===== src/rtl/ok_trigger_in_multi.sv =====
// Packet-driven trigger endpoint bank: HEADER, length, then addr/bit commands; fires pending bits on completion.
// trig_out asserts the cycle after the last command word for PULSE_CYCLES cycles; there is no backpressure, and words in FIRE are dropped.
module ok_trigger_in_multi #(
  parameter logic [15:0] HEADER       = 16'hC7E5,
  parameter logic [7:0]  EP_BASE      = 8'h40,
  parameter int          NUM_EP       = 4,
  parameter int          TRIG_WIDTH   = 16,
  parameter int          MAX_WORDS    = 16,
  parameter int          PULSE_CYCLES = 1,
  parameter int          TIMEOUT      = 256
) (
  input  logic                         clk_in,
  input  logic                         rst_n,
  input  logic                         data_valid,
  input  logic [15:0]                  ok2,
  output logic [NUM_EP*TRIG_WIDTH-1:0] trig_out,
  output logic [1:0]                   STATE,
  output logic                         pkt_done,
  output logic                         pkt_err
);

  localparam int EP_END = int'(EP_BASE) + NUM_EP;
  localparam logic [7:0]  PULSE_LAST = 8'(PULSE_CYCLES - 1);
  localparam logic [15:0] IDLE_LAST  = 16'(TIMEOUT - 1);

  if (EP_END > 256 || NUM_EP < 1 || NUM_EP > 16 || TRIG_WIDTH < 1 || TRIG_WIDTH > 16 ||
      MAX_WORDS < 1 || MAX_WORDS > 255 || PULSE_CYCLES < 1 || PULSE_CYCLES > 255 ||
      TIMEOUT < 2 || TIMEOUT > 65535) begin : g_param_check
    $error("ok_trigger_in_multi: parameter out of range");
  end

  typedef enum logic [1:0] {IDLE = 2'd0, LEN = 2'd1, CMD = 2'd2, FIRE = 2'd3} state_t;

  state_t                        state, state_nxt;
  logic [15:0]                   w;
  logic [7:0]                    rem_cnt;
  logic [15:0]                   idle_cnt;
  logic [7:0]                    pulse_cnt;
  logic [NUM_EP*TRIG_WIDTH-1:0]  pending;
  logic [NUM_EP*TRIG_WIDTH-1:0]  set_mask;
  logic [7:0]                    ep_off;
  logic                          cmd_hit, len_ok, timed_out;
  logic                          load_len, consume, abort, fire_end;

  assign w         = {ok2[7:0], ok2[15:8]};
  assign ep_off    = w[15:8] - EP_BASE;
  assign cmd_hit   = ({1'b0, w[15:8]} >= {1'b0, EP_BASE}) && ({1'b0, w[15:8]} < 9'(EP_END)) &&
                     (w[7:0] < 8'(TRIG_WIDTH));
  assign len_ok    = (w[7:0] != 8'd0) && (w[7:0] <= 8'(MAX_WORDS));
  assign timed_out = (idle_cnt == IDLE_LAST);

  always_comb begin
    set_mask = '0;
    for (int k = 0; k < NUM_EP; k++) begin
      for (int b = 0; b < TRIG_WIDTH; b++) begin
        if (cmd_hit && ep_off == 8'(k) && w[7:0] == 8'(b)) set_mask[k*TRIG_WIDTH+b] = 1'b1;
      end
    end
  end

  always_ff @(posedge clk_in or negedge rst_n) begin
    if (!rst_n) state <= IDLE;
    else        state <= state_nxt;
  end

  always_comb begin
    state_nxt = state;
    load_len  = 1'b0;
    consume   = 1'b0;
    abort     = 1'b0;
    fire_end  = 1'b0;
    trig_out  = '0;
    pkt_done  = 1'b0;
    case (state)
      IDLE: if (data_valid && w == HEADER) state_nxt = LEN;
      LEN: begin
        if (data_valid) begin
          if (len_ok) begin
            load_len  = 1'b1;
            state_nxt = CMD;
          end else begin
            abort     = 1'b1;
            state_nxt = IDLE;
          end
        end else if (timed_out) begin
          abort     = 1'b1;
          state_nxt = IDLE;
        end
      end
      CMD: begin
        if (data_valid) begin
          consume = 1'b1;
          if (rem_cnt == 8'd1) state_nxt = FIRE;
        end else if (timed_out) begin
          abort     = 1'b1;
          state_nxt = IDLE;
        end
      end
      FIRE: begin
        trig_out = pending;
        pkt_done = (pulse_cnt == 8'd0);
        if (pulse_cnt == PULSE_LAST) begin
          fire_end  = 1'b1;
          state_nxt = IDLE;
        end
      end
      default: state_nxt = IDLE;
    endcase
  end

  // Idle count only runs while a packet is open; any accepted word restarts it.
  always_ff @(posedge clk_in or negedge rst_n) begin
    if (!rst_n) begin
      rem_cnt   <= '0;
      idle_cnt  <= '0;
      pulse_cnt <= '0;
      pending   <= '0;
      pkt_err   <= 1'b0;
    end else begin
      pkt_err <= abort;
      if (load_len)     rem_cnt <= w[7:0];
      else if (consume) rem_cnt <= rem_cnt - 8'd1;
      idle_cnt  <= ((state == LEN || state == CMD) && !data_valid && !abort) ? idle_cnt + 16'd1 : 16'd0;
      pulse_cnt <= (state == FIRE && !fire_end) ? pulse_cnt + 8'd1 : 8'd0;
      if (abort || fire_end) pending <= '0;
      else if (consume)      pending <= pending | set_mask;
    end
  end

  assign STATE = state;

endmodule


===== config.mk =====
export PLATFORM = sky130hd
export DESIGN_NAME = ok_trigger_in_multi
export DESIGN_NICKNAME = d
export VERILOG_FILES = /design/src/rtl/ok_trigger_in_multi.sv
export SDC_FILE = /design/constraint.sdc
export NUM_CORES = 1
export LEC_CHECK = 0
export CAP_MARGIN = 20
export CELL_PAD_IN_SITES_DETAIL_PLACEMENT = 2
export CELL_PAD_IN_SITES_GLOBAL_PLACEMENT = 2
export CORE_AREA = 2 2 135 137
export DETAILED_ROUTE_END_ITERATION = 6
export DIE_AREA = 0 0 137 139
export PLACE_DENSITY = 0.8
export SYNTH_ARGS = -nofsm -noshare
export SYNTH_HDL_FRONTEND = slang
export SYNTH_SLANG_ARGS = --single-unit

===== constraint.sdc =====
create_clock -name clk_in -period 3.6 [get_ports clk_in]
set_input_delay 0.72 -clock clk_in [delete_from_list [all_inputs] [get_ports clk_in]]
set_output_delay 0.72 -clock clk_in [all_outputs]
set_load 0.02 [all_outputs]

== Yosys cells after proc, flatten, opt, wreduce, memory -nomap -nowiden ==
Cells that the tools add are included.
W data, S select, Z words.

* Add/subtract/negate cells: 4
* Magnitude comparators: 4
* Eq/ne operators: 27
* Mux-type cells: 92
* Bitwise operators: 1
* Reductions and logical operators: 88

{| class="wikitable"
|+ Operators by type and width
! cell !! count
|-
| $mux W64 || 3
|-
| $mux W1 || 76
|-
| $logic_and A1 B1 Y1 || 75
|-
| $eq A8 B4 Y1 const B || 8
|-
| $or A64 B64 Y64 || 1
|-
| $eq A8 B2 Y1 const B || 4
|-
| $eq A8 B3 Y1 const B || 4
|-
| $eq A8 B1 Y1 const B || 3
|-
| $logic_not A8 Y1 || 3
|-
| $mux W8 || 3
|-
| $add A16 B1 Y16 const B || 1
|-
| $eq A16 B16 Y1 const B || 1
|-
| $eq A16 B8 Y1 const B || 1
|-
| $mux W16 || 1
|-
| $mux W2 || 7
|-
| $add A8 B1 Y8 const B || 1
|-
| $ge A8 B7 Y1 const B || 1
|-
| $le A8 B5 Y1 const B || 1
|-
| $lt A8 B5 Y1 const B || 1
|-
| $lt A8 B7 Y1 const B || 1
|-
| $pmux W2 S4 || 1
|-
| $reduce_bool A8 Y1 || 1
|-
| $sub A8 B1 Y8 const B || 1
|-
| $sub A8 B7 Y8 const B || 1
|-
| 10 further kinds || 16
|}

* Flip-flop bits (word level): 99
* Input port bits: 19

== Depth between registers and ports, before layout ==
Gate-level depths: netlist (run 1).

* Depth in word-level cells: 9
* Depth in mapped cells: 9

== Least setup slack after synthesis (run 1) ==
OpenSTA, ideal clock, no wires.

* Path type: input -> register
* Start: input ok2[3]
* End: register pending[47]
* Data arrival time: 2.538 ns
* Slack: 0.993 ns
* Cell stages on the path: 7
* Path buffers: 2
* Cell sequence: or4b_1 -> or4b_1 -> buf_4 -> nor3b_4 -> buf_6 -> a21oi_1 -> nor2_2

* Word-level cells in the longest chain between the ends: 9
* Elaborated cells between the ends (all ways): 12

{| class="wikitable"
|+ RTL lines
! what !! RTL line !! RTL
|-
| start, declared || 15 || <nowiki>input logic [15:0] ok2,</nowiki>
|-
| parallel branches: the longest is 3 deep, another holds $sub A8 B7 Y8 || - ||
|-
| $logic_and A1 B1 Y1 (*) (2 in a row) || 56 || <nowiki>if (cmd_hit && ep_off == 8'(k) && w[7:0] == 8'(b)) set_mask[k*TRIG_WIDTH+b] = 1'b1;</nowiki>
|-
| $mux W1 (*) || 56 ||
|-
| $or A64 B64 Y64 (*) || 126 || <nowiki>else if (consume) pending <= pending | set_mask;</nowiki>
|-
| $mux W64 (*) || 126 ||
|-
| $mux W64 (*) || 125 || <nowiki>if (abort || fire_end) pending <= '0;</nowiki>
|-
| end signal, assigned || 126 ||
|-
| end, declared || 39 || <nowiki>logic [NUM_EP*TRIG_WIDTH-1:0] pending;</nowiki>
|}

Mark *: on every way between the ends. The select of a mux whose other input is x is not followed.
A chain may end at the register's enable or synchronous reset.

== Worst setup path after layout (run 1) ==
* Start: register pulse_cnt[0]
* End: output pkt_done

* Word-level cells in the longest chain between the ends: 2

{| class="wikitable"
|+ RTL lines
! what !! RTL line !! RTL
|-
| start, declared || 38 || <nowiki>logic [7:0] pulse_cnt;</nowiki>
|-
| start signal, assigned || 124 || <nowiki>pulse_cnt <= (state == FIRE && !fire_end) ? pulse_cnt + 8'd1 : 8'd0;</nowiki>
|-
| $logic_not A8 Y1 || 101 || <nowiki>pkt_done = (pulse_cnt == 8'd0);</nowiki>
|-
| $mux W1 || 74 || <nowiki>case (state)</nowiki>
|-
| end, declared || 18 || <nowiki>output logic pkt_done,</nowiki>
|}

Every way passes these cells.

==> impl_metrics.sql, run 1 <==
INSERT INTO impl_metrics (metric_group, metric, value, unit) VALUES
('worst_setup_path', 'crit_path_max_incr_delay', '620', 'ps'),
('routing', 'antenna_left', '0', ''),
('status', 'outcome', 'finished clean', ''),
('logic_synthesis', 'postSynthRegisterBits', '99', ''),
('flow_run', 'cap_viol_max_count', '0', ''),
('sta', 'maxClockFrequency', '0.2872', 'GHz'),
('hold_path', 'hp-class', 'in2async', ''),
('global_route', 'grt_max_degree', '89', ''),
('power', 'power_switching', '0.0009514', 'W'),
('worst_setup_path', 'critical_path.top_delay_family', 'simple AND/OR/NAND/NOR gates', ''),
('sta', 'post-route-period-util', '0.9672', ''),
('placement', 'routabilityCongestion', '0.8173', ''),
('finish', 'register_area', '2477', 'um^2'),
('worst_setup_path', 'critical_path_peak_fanout', '6', ''),
('sta', 'tightestPinTransition', '757.2', 'ps'),
('routing', 'top_layer', 'met5', ''),
('logic_synthesis', 'synth_area', '4827', 'um^2'),
('power', 'power.share.switching', '0.3363', ''),
('global_route', 'grt_pass1_wl', '25300', 'um'),
('routing', 'detailroute.via_count', '4005', ''),
('placement', 'hpwlAfterDp', '11340', 'um'),
('logic_synthesis', 'synth_edf_count', '0', ''),
('worst_setup_path', 'logic_depth_of_the_worst_register_to_register_path', '9', ''),
('worst_setup_path', 'worstSetupPathType', 'reg2out', ''),
('sta', 'timing.clock.skew', '14.44', 'ps'),
('global_route', 'initial_antenna_violation_count', '1', ''),
('global_route', 'globalRoute.totalOverflow', '0', ''),
('finish', 'antenna-diode-count', '0', ''),
('logic_synthesis', 'distinct_cell_type_count_after_synthesis', '40', ''),
('worst_setup_path', 'path_depth', '7', ''),
('worst_setup_path', 'critical_path_arrival', '2760', 'ps'),
('cts', 'cts.sinks', '99', ''),
('power', 'clock_power_share', '0.334', ''),
('worst_setup_path', 'start_kind', 'flop', ''),
('sta', 'timing.max_slew.rel_slack', '0.4941', ''),
('global_route', 'vias_in_the_first_global_route', '4602', ''),
('sta', 'timing.setup.tns', '0', 'ps'),
('routing', 'dr_wl_met3', '601', 'um'),
('routing', 'met2_wire_length', '7772', 'um'),
('sta', 'setup_repair_after_global_routing_missed_its_margin', 'no', ''),
('routing', 'detail_route.iter0.violations', '161', ''),
('cts', 'tritoncts', 'built', ''),
('cts', 'clock_insertion_delay_worst_skew', '360', 'ps'),
('sta', 'report.final.setup_viol', '0', ''),
('routing', 'viasPerCell', '4.796', ''),
('floorplan', 'placement_rows', '49', ''),
('power', 'peakVddDrop', '0.2455', 'mV'),
('logic_synthesis', 'synth_nets', '544', ''),
('worst_setup_path', 'worstPathRequired', '2880', 'ps'),
('power', 'seq_power_share', '0.441', ''),
('logic_synthesis', 'syn_area_per_cell', '9.373', 'um^2'),
('power', 'p_total', '0.002829', 'W'),
('placement', 'dpl.cell_count', '818', ''),
('worst_setup_path', 'critPathBufInv', '3', ''),
('worst_setup_path', 'worst_setup_path_end_kind', 'output port', ''),
('placement', 'port_buffers', '86', ''),
('power', 'combinationalPowerShare', '0.225', ''),
('power', 'cellInternalPower', '0.001878', 'W'),
('sta', 'timing_max_transition_violations_final', '0', ''),
('finish', 'finish.net_count', '630', ''),
('sta', 'finalCriticalPeriod', '3482', 'ps'),
('floorplan', 'die-width', '137', 'um'),
('finish', 'areaGrowthSynthToFinish', '29.96', '%'),
('routing', 'drt-pass1-iter-count', '4', ''),
('finish', 'final_layout_size_suffix_gt1_frac', '0.08911', ''),
('cts', 'h-tree-depth', '3', ''),
('routing', 'wl_per_cell', '18.28', 'um'),
('finish', 'stdcell_count', '835', ''),
('worst_setup_path', 'critical_path.slowest_cell', 'sky130_fd_sc_hd__clkdlybuf4s50_1', ''),
('logic_synthesis', 'synth_warnings', '0', ''),
('routing', 'route.final.wire_length', '15270', 'um');
==> cell usage after synthesis (3+ instances only) <==
cell | n | share of area
sky130_fd_sc_hd__inv_1 | 11 | 0.0086
sky130_fd_sc_hd__nor3_1 | 4 | 0.0041
sky130_fd_sc_hd__dfrtp_1 | 99 | 0.51
sky130_fd_sc_hd__and3_1 | 8 | 0.010
sky130_fd_sc_hd__xor2_1 | 16 | 0.029
sky130_fd_sc_hd__xnor2_1 | 10 | 0.018
sky130_fd_sc_hd__nand3_1 | 15 | 0.016
sky130_fd_sc_hd__a21oi_1 | 62 | 0.064
sky130_fd_sc_hd__and2_1 | 68 | 0.088
sky130_fd_sc_hd__nand2_1 | 20 | 0.016
sky130_fd_sc_hd__nor4_1 | 7 | 0.0091
sky130_fd_sc_hd__nor2_1 | 101 | 0.079
sky130_fd_sc_hd__ha_1 | 10 | 0.026
sky130_fd_sc_hd__nor2b_1 | 6 | 0.0078
sky130_fd_sc_hd__a21oi_2 | 3 | 0.0054
sky130_fd_sc_hd__clkbuf_1 | 14 | 0.011
sky130_fd_sc_hd__buf_2 | 8 | 0.0083
sky130_fd_sc_hd__o21ai_0 | 7 | 0.0073
sky130_fd_sc_hd__nand4_1 | 5 | 0.0065
sky130_fd_sc_hd__nor2_2 | 10 | 0.013
==> kinds of logic (layout without fill, tap and decap cells) <==
logic type | after synthesis | count (layout) | share of synthesized area
adder cells (fa/ha/maj) | 10 | 10 | 0.02592
AO/OA/AOI/OAI | 79 | 79 | 0.08761
AND/OR/NAND/NOR | 262 | 262 | 0.2859
XOR/XNOR | 26 | 26 | 0.04717
flip-flops | 99 | 99 | 0.5132
multiplexers | 2 | 2 | 0.004665
buffers and inverters | 37 | 128 | 0.03551
==> metal layers <==
metal | global-route usage | up-vias
li1 | - | 1864
met4 | 0.04069 | 2
met2 | 0.2990 | 79
met1 | 0.2131 | 2042
met5 | 0 | -
met3 | 0.03838 | 18
==> registers in the layout, summed over array words and instances, names as in the netlist <==
register	cells
STATE	2
idle_cnt	16
pending	64
pkt_err	1
pulse_cnt	8
rem_cnt	8
==> placed cells by master (no fill, tap or decap), types with 3 or more instances in the layout <==
cell type / instances
sky130_fd_sc_hd__and3_1: 8
sky130_fd_sc_hd__a21oi_1: 62
sky130_fd_sc_hd__o21ai_0: 7
sky130_fd_sc_hd__xor2_1: 16
sky130_fd_sc_hd__inv_1: 11
sky130_fd_sc_hd__nor2b_1: 6
sky130_fd_sc_hd__nand3_1: 15
sky130_fd_sc_hd__clkbuf_16: 9
sky130_fd_sc_hd__a21oi_2: 3
sky130_fd_sc_hd__buf_4: 14
sky130_fd_sc_hd__nor2_2: 10
sky130_fd_sc_hd__xnor2_1: 10
sky130_fd_sc_hd__clkinvlp_4: 3
sky130_fd_sc_hd__nor2_1: 101
sky130_fd_sc_hd__nor3_1: 4
sky130_fd_sc_hd__dfrtp_1: 99
sky130_fd_sc_hd__clkdlybuf4s50_1: 85
sky130_fd_sc_hd__nand4_1: 5
sky130_fd_sc_hd__nor4_1: 6
sky130_fd_sc_hd__nand2_1: 20
sky130_fd_sc_hd__and2_1: 68
sky130_fd_sc_hd__ha_1: 10
==> stage by stage <==
step / cell area (um^2) / utilization / worst slack (ps) / hold slack (ps)
floorplan: 4827 / - / 992.7 / 424.4
global placement: 5973 / 0.3383 / 423.3 / 471.9
detailed placement: 5973 / 0.3383 / 274.3 / 484.1
CTS: 6260 / 0.3545 / 35.35 / 190.0
global route: 6274 / 0.3553 / 18.16 / 187.5
finish: 6274 / 0.3553 / 118.0 / 197.3
==> path summary, 6_finish.rpt <==
path	to	slack, ps	from
worst max-delay path	pkt_done	120	pulse_cnt[0]$_DFF_PN0_
worst min-delay path	pulse_cnt[1]$_DFF_PN0_	200	rst_n
worst max register to register	pending[60]$_DFFE_PN0P_	1100	pulse_cnt[0]$_DFF_PN0_
worst min register to register	pending[47]$_DFFE_PN0P_	490	pending[47]$_DFFE_PN0P_
max in group asynchronous	pending[22]$_DFFE_PN0P_	2680	rst_n
min in group clk_in	pending[47]$_DFFE_PN0P_	490	pending[47]$_DFFE_PN0P_
==> power groups by stage <==
stage / clock network, W / logic (W) / registers, W
detailed placement: 0 / 0.000633 / 0.00127
global route: 0.00102 / 0.000717 / 0.00126
global placement: 0 / 0.000586 / 0.00126
finish: 0.000944 / 0.000637 / 0.00125
CTS: 0.000973 / 0.000643 / 0.00125
floorplan: 0 / 0.000393 / 0.00126
==> what timing repair did <==
item	in CTS	in global routing
resized for setup	0	1
setup buffers	0	0
setup endpoints to repair	0	1
==> area by class of cell <==
cell class | count | share of cell area
well taps | 229 | 0.04567
flip-flops and latches | 99 | 0.3949
inverters | 11 | 0.006582
clock buffers | 9 | 0.03590
repair buffers | 101 | 0.1588
multi-input cells | 379 | 0.3484
clock inverters | 7 | 0.009773
Power figures use the tool's default switching activity.
==> run 2: changes to the inputs <==
- TNS_END_PERCENT: not set -> 5
- clock period: 3.6 -> 4.4 ns (I/O delays scaled with it)
==> run 2 against run 1 <==
Net effect:
- first-iteration DRC count increased by 11%
- hold slack better by 300 ps
- combinational power down 20%
- cell count shrank 1.1%
- flip-flop and latch count unchanged
- critical path type unchanged
- highest routed layer is now met4
==> impl_metrics.sql, run 2 (synthesis gave the netlist of run 1 again) <==
INSERT INTO impl_metrics (metric_group, metric, value, unit) VALUES
('sta', 'post-route-period-util', '0.8613', ''),
('placement', 'detailedPlace.worstSlack', '608.0', 'ps'),
('routing', 'antenna_left', '0', ''),
('hold_path', 'hold-path-endpoint', 'pending[16]$_DFFE_PN0P_', ''),
('routing', 'wl_per_cell', '17.91', 'um'),
('power', 'power_density', '374.5', 'nW/um^2'),
('sta', 'timing.setup.tns', '0', 'ps'),
('finish', 'top_regs', 'pending (64), idle_cnt (16)', ''),
('placement', 'routabilityCongestion', '0.7682', ''),
('floorplan', 'full_die_area', '19040', 'um^2'),
('power', 'cellInternalPower', '0.001544', 'W'),
('status', 'outcome', 'finished clean', ''),
('worst_setup_path', 'reg2reg_slack', '1790', 'ps'),
('finish', 'final_layout_size_suffix_gt1_frac', '0.07203', ''),
('worst_setup_path', 'regToRegEndpoint', 'pending[58]$_DFFE_PN0P_', ''),
('cts', 'post-cts-setup-buffer-count', '0', ''),
('sta', 'timing.clock.skew', '11.50', 'ps'),
('cts', 'cts_resized', '0', ''),
('cts', 'tritoncts', 'built', ''),
('routing', 'viasPerCell', '4.815', ''),
('global_route', 'globalRoute.totalOverflow', '0', ''),
('routing', 'drt-pass1-iter-count', '4', ''),
('finish', 'finish.net_count', '621', ''),
('floorplan', 'die-width', '137', 'um'),
('power', 'power.static_leakage', '2.689', 'nW'),
('global_route', 'grt_use_total', '0.1653', ''),
('hold_path', 'hp-class', 'reg2reg', ''),
('finish', 'mostFrequentLayoutCells', 'sky130_fd_sc_hd__nor2_1, sky130_fd_sc_hd__dfrtp_1, sky130_fd_sc_hd__clkdlybuf4s50_1', ''),
('hold_path', 'timing.hold.worst_path_depth', '2', ''),
('finish', 'largest_reg_flops', '64', ''),
('sta', 'tightestPinTransition', '1012', 'ps'),
('cts', 'clock_insertion_delay_worst_skew', '360', 'ps'),
('global_route', 'vias_in_the_first_global_route', '4424', ''),
('cts', 'inserted_clock_buffers', '9', ''),
('cts', 'h-tree-depth', '3', ''),
('routing', 'detailroute.via_count', '3977', ''),
('global_route', 'grt_pass1_wl', '24360', 'um'),
('floorplan', 'die_y', '139', 'um'),
('placement', 'hpwlAfterDp', '10650', 'um'),
('finish', 'antenna-diode-count', '0', ''),
('sta', 'timing.final.ws_setup', '610.3', 'ps'),
('finish', 'multi_input_area', '2180', 'um^2'),
('cts', 'cts.sinks', '99', ''),
('power', 'seq_power_share', '0.440', ''),
('floorplan', 'design.portCount', '87', ''),
('worst_setup_path', 'logic_depth_of_the_worst_register_to_register_path', '8', ''),
('sta', 'timing.max_slew.rel_slack', '0.3251', ''),
('worst_setup_path', 'start_kind', 'flop', ''),
('finish', 'areaGrowthSynthToFinish', '28.23', '%'),
('sta', 'timing_max_transition_violations_final', '0', ''),
('floorplan', 'core_box_area', '17660', 'um^2'),
('worst_setup_path', 'critical_path.cell_chain', 'inv_1, ha_1, or4b_2, nor4_1, and2_1, clkdlybuf4s50_1', ''),
('sta', 'maxClockFrequency', '0.2639', 'GHz'),
('routing', 'detail_route.drc_violations', '0', ''),
('worst_setup_path', 'worstSetupPathType', 'reg2out', ''),
('flow_run', 'cap_viol_max_count', '0', ''),
('cts', 'cts_buffer_depth', '2', ''),
('floorplan', 'start_util', '0.2734', ''),
('routing', 'route.final.wire_length', '14800', 'um'),
('sta', 'finalHoldViolCount', '0', ''),
('power', 'power.share.switching', '0.3338', ''),
('worst_setup_path', 'crit_path_max_incr_delay', '620', 'ps'),
('placement', 'port_buffers', '86', ''),
('cts', 'cts.hold.buffers_added', '0', ''),
('routing', 'detail_route.iter0.violations', '178', ''),
('worst_setup_path', 'critical_path_arrival', '2910', 'ps'),
('power', 'peakVddDrop', '0.3270', 'mV'),
('finish', 'register_area', '2477', 'um^2'),
('sta', 'finalCriticalPeriod', '3790', 'ps'),
('finish', 'max_flop_register', 'pending', ''),
('floorplan', 'placement_rows', '49', ''),
('worst_setup_path', 'critPathBufInv', '2', ''),
('finish', 'layout_commonest_cell', 'sky130_fd_sc_hd__nor2_1', ''),
('power', 'combinationalPowerShare', '0.220', ''),
('worst_setup_path', 'critical_path.slowest_cell', 'sky130_fd_sc_hd__clkdlybuf4s50_1', ''),
('power', 'power_switching', '0.0007737', 'W'),
('cts', 'clockRootBuffer', 'sky130_fd_sc_hd__clkbuf_16', ''),
('global_route', 'grt_max_degree', '77', ''),
('hold_path', 'worstHoldStart', 'pending[16]$_DFFE_PN0P_', ''),
('power', 'clock_power_share', '0.341', ''),
('worst_setup_path', 'worstPathRequired', '3520', 'ps'),
('worst_setup_path', 'crit-reg2reg-launch', 'pulse_cnt[0]$_DFF_PN0_', ''),
('finish', 'n_fill_cell', '1946', ''),
('worst_setup_path', 'critical_path_peak_fanout', '6', ''),
('sta', 'hold_slack', '495.9', 'ps'),
('sta', 'setup_repair_after_global_routing_missed_its_margin', 'no', ''),
('global_route', 'initial_antenna_violation_count', '0', ''),
('sta', 'report.final.setup_viol', '0', ''),
('cts', 'clkTransAtPathRegs', '80', 'ps'),
('worst_setup_path', 'critical_path.top_delay_family', 'simple AND/OR/NAND/NOR gates', ''),
('worst_setup_path', 'worst_setup_path_end_kind', 'output port', '');
[run 2: power groups by stage]
| stage | registers (W) | logic, W | clock network [W] |
|---|---|---|---|
| floorplan | 0.00103 | 0.000322 | 0 |
| global placement | 0.00103 | 0.000472 | 0 |
| detailed placement | 0.00104 | 0.000510 | 0 |
| CTS | 0.00102 | 0.000515 | 0.000811 |
| global route | 0.00103 | 0.000569 | 0.000845 |
| finish | 0.00102 | 0.000509 | 0.000790 |
[run 2: worst min-delay path: stages, from the launching register on]
cell	delay, ps
sky130_fd_sc_hd__dfrtp_1	340
sky130_fd_sc_hd__a21oi_1	40
sky130_fd_sc_hd__nor2_1	70
[run 2: area by class of cell]
cell class / instances / share of cell area
Timing Repair Buffer: 92 / 0.1480
Inverter: 11 / 0.006671
Multi-Input combinational cell: 379 / 0.3521
Tap cell: 229 / 0.04629
Sequential cell: 99 / 0.4002
Clock inverter: 5 / 0.007479
Clock buffer: 11 / 0.03922
[run 2: per-layer routing]
layer	up-vias	track usage	part of all wire
met3	13	0.02485	0.027
li1	1853	-	-
met5	-	0	0
met4	0	0.05480	0.016
met1	2033	0.2109	0.45
met2	78	0.2838	0.50
[run 2: how the worst max path moves through the flow]
stage                      startpoint                 endpoint  cells past startpoint
5_1_grt        pulse_cnt[0]$_DFF_PN0_                 pkt_done                      6
4_1_cts        pulse_cnt[0]$_DFF_PN0_                 pkt_done                      6
6_report       pulse_cnt[0]$_DFF_PN0_                 pkt_done                      6
3_5_place_dp                  ok2[12]  pending[42]$_DFFE_PN0P_                      6
3_3_place_gp                   ok2[3]  pending[42]$_DFFE_PN0P_                      6
2_1_floorplan                  ok2[3]  pending[47]$_DFFE_PN0P_                      7
[run 2: metrics by stage]
stage          instance area, um^2  utilization  std cells  total power [W]
3_3_place_gp                  5893       0.3338        809         0.001502
6_report                      6190       0.3506        826         0.002318
5_1_grt                       6190       0.3506        826         0.002444
2_1_floorplan                 4827            -        515         0.001355
4_1_cts                       6182       0.3501        825         0.002346
3_5_place_dp                  5893       0.3338        809         0.001545
